## config.mk

```make
export PLATFORM = sky130hd
export DESIGN_NAME = rr_arbiter_4
export DESIGN_NICKNAME = d
export VERILOG_FILES = /design/src/rtl/rr_arbiter_4.sv
export SDC_FILE = /design/constraint.sdc
export NUM_CORES = 1
export LEC_CHECK = 0
export ABC_CLOCK_PERIOD_IN_PS = 2400
export BUFFER_PORTS_ARGS = -buffer_cell sky130_fd_sc_hd__buf_2
export CORE_UTILIZATION = 51
export CTS_CLUSTER_DIAMETER = 150
export DETAILED_ROUTE_END_ITERATION = 7
export GPL_TIMING_DRIVEN = 1
export PLACE_DENSITY_LB_ADDON = 0.1
export SKIP_LAST_GASP = 1
export SLEW_MARGIN = 20
export SYNTH_ARGS = -nofsm -noshare
export SYNTH_HDL_FRONTEND = slang
export SYNTH_SLANG_ARGS = --single-unit
export TNS_END_PERCENT = 1
```

## constraint.sdc

```tcl
create_clock -name clk_in -period 2.4 [get_ports clk_in]
set_input_delay 0 -clock clk_in [delete_from_list [all_inputs] [get_ports clk_in]]
set_output_delay 0 -clock clk_in [all_outputs]
set_load 0.01 [all_outputs]
```

## src/rtl/rr_arbiter_4.sv

```systemverilog
// rtl/rr_arbiter_4.sv - four-requester round-robin arbiter with grant-hold timeout
module rr_arbiter_4 #(
  parameter int MAX_HOLD = 16,
  parameter int CNT_W    = 5
) (
  input  logic       clk_in,
  input  logic       rst_n_in,
  input  logic [3:0] req_in,
  input  logic       done_in,
  output logic [3:0] gnt_out,
  output logic [1:0] gnt_id_out,
  output logic       gnt_valid_out,
  output logic       timeout_out
);

  typedef enum logic {IDLE, GRANT} state_t;

  state_t           state;
  logic [CNT_W-1:0] hold_cnt;
  logic [1:0]       last_id;

  logic [1:0] win_id;
  logic       win_found;
  logic [1:0] idx;
  logic       rel_done;
  logic       rel_drop;
  logic       rel_to;

  // Search last_id+1 .. last_id+4; descending loop so the nearest hit wins.
  always_comb begin
    win_id    = last_id;
    win_found = 1'b0;
    idx       = last_id;
    for (int k = 4; k >= 1; k--) begin
      idx = last_id + 2'(k);
      if (req_in[idx]) begin
        win_id    = idx;
        win_found = 1'b1;
      end
    end
  end

  assign rel_done = done_in;
  assign rel_drop = ~req_in[gnt_id_out];
  assign rel_to   = (hold_cnt == CNT_W'(MAX_HOLD - 1));

  always_ff @(posedge clk_in) begin
    if (!rst_n_in) begin
      state         <= IDLE;
      hold_cnt      <= '0;
      last_id       <= 2'd3;
      gnt_out       <= 4'b0000;
      gnt_id_out    <= 2'd0;
      gnt_valid_out <= 1'b0;
      timeout_out   <= 1'b0;
    end else begin
      case (state)
        IDLE: begin
          timeout_out <= 1'b0;
          hold_cnt    <= '0;
          if (win_found) begin
            state         <= GRANT;
            gnt_out       <= 4'b0001 << win_id;
            gnt_id_out    <= win_id;
            gnt_valid_out <= 1'b1;
          end
        end
        GRANT: begin
          if (rel_done || rel_drop || rel_to) begin
            state         <= IDLE;
            hold_cnt      <= '0;
            last_id       <= gnt_id_out;
            gnt_out       <= 4'b0000;
            gnt_id_out    <= 2'd0;
            gnt_valid_out <= 1'b0;
            // A voluntary release wins over a coincident timeout.
            timeout_out   <= rel_to && !rel_done && !rel_drop;
          end else begin
            hold_cnt    <= hold_cnt + 1'b1;
            timeout_out <= 1'b0;
          end
        end
        default: begin
          state         <= IDLE;
          gnt_out       <= 4'b0000;
          gnt_id_out    <= 2'd0;
          gnt_valid_out <= 1'b0;
          timeout_out   <= 1'b0;
        end
      endcase
    end
  end

endmodule

```

# Word-level counts from Yosys, hierarchy flattened
# Cells that the tools add are included.
# W data, S select, Z words.
# classes
mul	0
add_sub_neg	4
muxes	33
bitwise_logic	2
reduce_logical	7
eq_ne	3
n_shift	1
div	0
order_cmp	5
# op_table
op	count
$lt A2 B3 Y1 const B	5
$mux W1	14
$bmux W1 S2	5
$mux W2	5
$pmux W5 S2	1
$mux W4	2
$pmux W4 S2	1
$pmux W1 S2	3
$add A5 B1 Y5 const B	1
$eq A5 B4 Y1 const B	1
$mux W5	1
$add A2 B2 Y2 const B	2
$pmux W2 S2	1
$reduce_and A2 Y1	2
$shl A1 B2 Y4 const A	1
$add A2 B1 Y2 const B	1
$logic_and A1 B1 Y1	2
$logic_or A1 B1 Y1	2
$ne A2 B1 Y1 const B	1
$ne A2 B2 Y1 const B	1
$not A1 Y1	2
$logic_not A1 Y1	1
# totals
ff_bits	16
inputBits	7
rom_bits	0
latchBits	0
output_inout_bits	8
mem_bits_rw	0
mem_count	0

# Logic depth before layout (Yosys ltp)
# depth
ltp_word	9
ltp_mapped	7
depth_no_buf	7

# Worst setup path before layout
# No wires, ideal clock.
# synth_path
path_kind	register to register
start	register hold_cnt[0]
end	register gnt_out[0]
setup_slack_ns	0.439
arrival_ns	1.900
synth_period_minus_slack_ns	1.961
path_stages_with_launch	8
required_ns	2.339
cell_sequence	dfxtp_1 > ha_1 > and3_1 > ha_1 > or3b_1 > o221ai_2 > o211a_4 > a22o_1
# synth_between
elab_chain_cells	4
# synth_rtl
item	line	rtl
start, declared	19	logic [CNT_W-1:0] hold_cnt;
start signal, assigned	79	hold_cnt <= hold_cnt + 1'b1;
$eq A5 B4 Y1	45	assign rel_to = (hold_cnt == CNT_W'(MAX_HOLD - 1));
$logic_or A1 B1 Y1	69	if (rel_done || rel_drop || rel_to) begin
$ne A2 B1 Y1 (no line)	n/a	
$reduce_and A2 Y1 (no line)	n/a	
end signal, assigned	63	gnt_out <= 4'b0001 << win_id;
end, declared	10	output logic [3:0] gnt_out,
# Every way passes these cells.
# A chain may end at the register's enable or synchronous reset.

# Final worst setup path
# layout_path
start	register hold_cnt[0]
end	register gnt_out[2]
# Same word-level chain as after synthesis.

==> flow_metrics.env <==
export IMPL_synth_top_family_by_area="simple AND/OR/NAND/NOR gates"
export IMPL_clk_pin_slew_worst_paths_ns=0.09
export IMPL_die_width_um=40.8
export IMPL_drt_drc_violations_left=0
export IMPL_timing_final_crit_share_pct=88.3
export IMPL_rr_worst_depth=7
export IMPL_area_delta_synth_final_pct=15.4
export IMPL_drt_total_wl_um=1380
export IMPL_synthFlopType="dfxtp_1"
export IMPL_mostFrequentLayoutCell="dfxtp_1"
export IMPL_vias_per_cell=5.47
export IMPL_synth_compound_area_share_pct=14.5
export IMPL_ir_worst_vdd_mv=0.386
export IMPL_ys_seq_area_share_pct=41.6
export IMPL_worst_path_most_repeated_cell="ha_1"
export IMPL_synth_fa_ha_area_share_pct=3.25
export IMPL_rsz0062_at_grt="no"
export IMPL_start_kind="flip-flop"
export IMPL_grt_antenna_before_repair=0
export IMPL_wl_per_cell_um=13.1
export IMPL_antennaDiodeCount=0
export IMPL_end_kind="flip-flop"
export IMPL_status="finished clean"
export IMPL_path_max_fanout=6
export IMPL_start_util_pct=57.0
export IMPL_synth_edff_count=0
export IMPL_slew_limit_headroom_pct=53.3
export IMPL_cts_sinks=16
export IMPL_grt_pass1_wl_um=2190
export IMPL_core_area_um2=1350
export IMPL_cts_buffers=3
export IMPL_post_cts_buffers=0
export IMPL_grt_util_all_layers_pct=20.2
export IMPL_seq_area_um2=320
export IMPL_fillers=121
export IMPL_drtIter0Drc=7
export IMPL_finalMaxSlewViolations=0
export IMPL_dpl_cell_area_um2=832
export IMPL_ant_nets=0
export IMPL_fin_area_um2=888
export IMPL_yosysUniqueCellTypes=33
export IMPL_finalCriticalPeriod_ns=2.12
export IMPL_path_buf_inv=0
export IMPL_yosysWarnings=0
export IMPL_slowest_delay_ns=0.39
export IMPL_ff2ff_setup_slack_ns=0.28
export IMPL_async_flop_share_pct=0
export IMPL_grt_max_degree=10
export IMPL_grt_overflow_total=0
export IMPL_worst_hold_path_type="primary input to flip-flop"
export IMPL_cp_slowest_cell="or3b_1"
export IMPL_clock_fmax_ghz=0.472
export IMPL_syn_inst=74
export IMPL_syn_mean_instance_area_um2=10.4
export IMPL_vias=574
export IMPL_cts_max_level=1
export IMPL_synth_seq_cells=16
export IMPL_nNetsFinal=100
export IMPL_grt_pass1_vias=511
export IMPL_hold_path_depth=3
export IMPL_postCtsHoldBufs=2
export IMPL_fp_dieH_um=40.8
export IMPL_cap_violations=0
export IMPL_port_buffers=14
export IMPL_skew_ns=0.00518
export IMPL_cts_resized_gates=0
export IMPL_post_place_ws_ns=0.314
export IMPL_final_util_pct=65.8
export IMPL_arrival_ns=2.34
export IMPL_clk_path_buf_depth=2
export IMPL_r2r_end="gnt_out[2]"
export IMPL_io_pins=15
export IMPL_cts_tree="built"
export IMPL_drtPass1Iterations=4
export IMPL_num_rows=13
export IMPL_worst_pin_slew_ns=0.695
export IMPL_synth_xor_area_share_pct=2.28
export IMPL_final_hold_violation_count=0
export IMPL_hold_path_end="gnt_id_out[0]"
export IMPL_drive_gt1_share_pct=30.0
export IMPL_syn_nets=83
export IMPL_powerDensity_nw_per_um2=671
export IMPL_crit_type="flip-flop to flip-flop"
export IMPL_setup_tns_ns=0
export IMPL_hold_start="req_in[1]"
export IMPL_fin_ws_ns=0.282
export IMPL_gp_congestion=0.641
export IMPL_r2r_start="hold_cnt[0]"
export IMPL_final_cell_mix="dfxtp_1 (16), buf_2 (14), mux2i_1 (5)"
export IMPL_die_area_um2=1670
export IMPL_cts_root_buffer="clkbuf_4"
export IMPL_synth_mux_area_fraction_pct=9.43
export IMPL_crit_path_cell_trace="ha_1 > and3_1 > ha_1 > or3b_1 > o221ai_2 > o211a_4 > a22o_1"
export IMPL_multi_input_area_um2=412
export IMPL_cp_top_family="compound AO/OA/AOI/OAI gates"
export IMPL_crit_required_ns=2.63
export IMPL_p_leak_nw=0.383
export IMPL_finalSetupViolCount=0
export IMPL_synthSimpleGateAreaFrac_pct=24.1
export IMPL_syn_cell_area_um2=769
export IMPL_clock_latency_ns=0.28
export IMPL_post_dp_hpwl_um=1000
[worst min-delay path: cells and delay by family]
kind | cells | cell delay [ns]
AOI/OAI and AO/OA | 2 | 0.35
buffers and inverters | 1 | 0.14
[power by group]
part           internal (W)  switching [W]
Sequential         0.000286      0.0000231
Clock             0.0000923      0.0000829
Combinational     0.0000551      0.0000560
[cells in the mapped netlist, drive strengths merged (2+ instances only)]
cell,n,area (µm²)
o2bb2ai,3,26.3
nor2,7,48.8
nand2,4,15.0
clkbuf,2,7.51
a21o,2,15.0
mux2i,5,50.1
buf,2,18.8
nand2b,4,25.0
ha,2,25.0
a22o,2,17.5
nand3,3,15.0
dfxtp,16,320
inv,3,11.3
or3b,2,17.5
or3,2,12.5
[worst max path at each step]
stage / slack (ns) / depth (start not counted) / from / end
floorplan: 0.44 / 7 / hold_cnt[0] / gnt_out[0]
global placement: 0.37 / 7 / hold_cnt[0] / gnt_out[2]
detailed placement: 0.31 / 7 / hold_cnt[0] / gnt_out[0]
CTS: 0.28 / 7 / hold_cnt[0] / gnt_out[0]
global route: 0.16 / 7 / hold_cnt[0] / gnt_out[0]
finish: 0.28 / 7 / hold_cnt[0] / gnt_out[2]
[per-stage QoR]
stage / instances / hold slack [ns] / total power (W)
after CTS: 105 / 0.236 / 0.000602
after global placement: 99 / 0.206 / 0.000422
after detailed placement: 99 / 0.211 / 0.000424
after floorplan: 74 / 0.0619 / 0.000391
after global routing: 105 / 0.254 / 0.000629
final: 105 / 0.239 / 0.000596
[logic make-up after synthesis]
| family | Yosys count |
|---|---|
| flip-flops | 16 |
| AO/OA/AOI/OAI | 12 |
| XOR/XNOR | 2 |
| buffers and inverters | 7 |
| adder cells (fa/ha/maj) | 2 |
| multiplexers | 6 |
| AND/OR/NAND/NOR | 29 |
[area by class of cell]
cell class / instances / area share (%)
inverter: 3 / 1.27
timing repair buffer: 16 / 10.1
tap: 15 / 2.11
sequential: 16 / 36.1
multi-input combinational: 51 / 46.3
clock buffer: 4 / 4.08
[registers in the layout (all words and copies together) (netlist names)]
signal	flops
hold_cnt	5
timeout_out	1
state	1
gnt_valid_out	1
last_id	2
gnt_out	4
gnt_id_out	2
[routing by layer]
| metal | track usage, % | wire [µm] |
|---|---|---|
| met5 | 0 | 0 |
| met4 | 10.0 | 12 |
| met3 | 6.52 | 70 |
| met2 | 29.3 | 599 |
| met1 | 26.5 | 697 |
(Power assumes the default switching activity.)
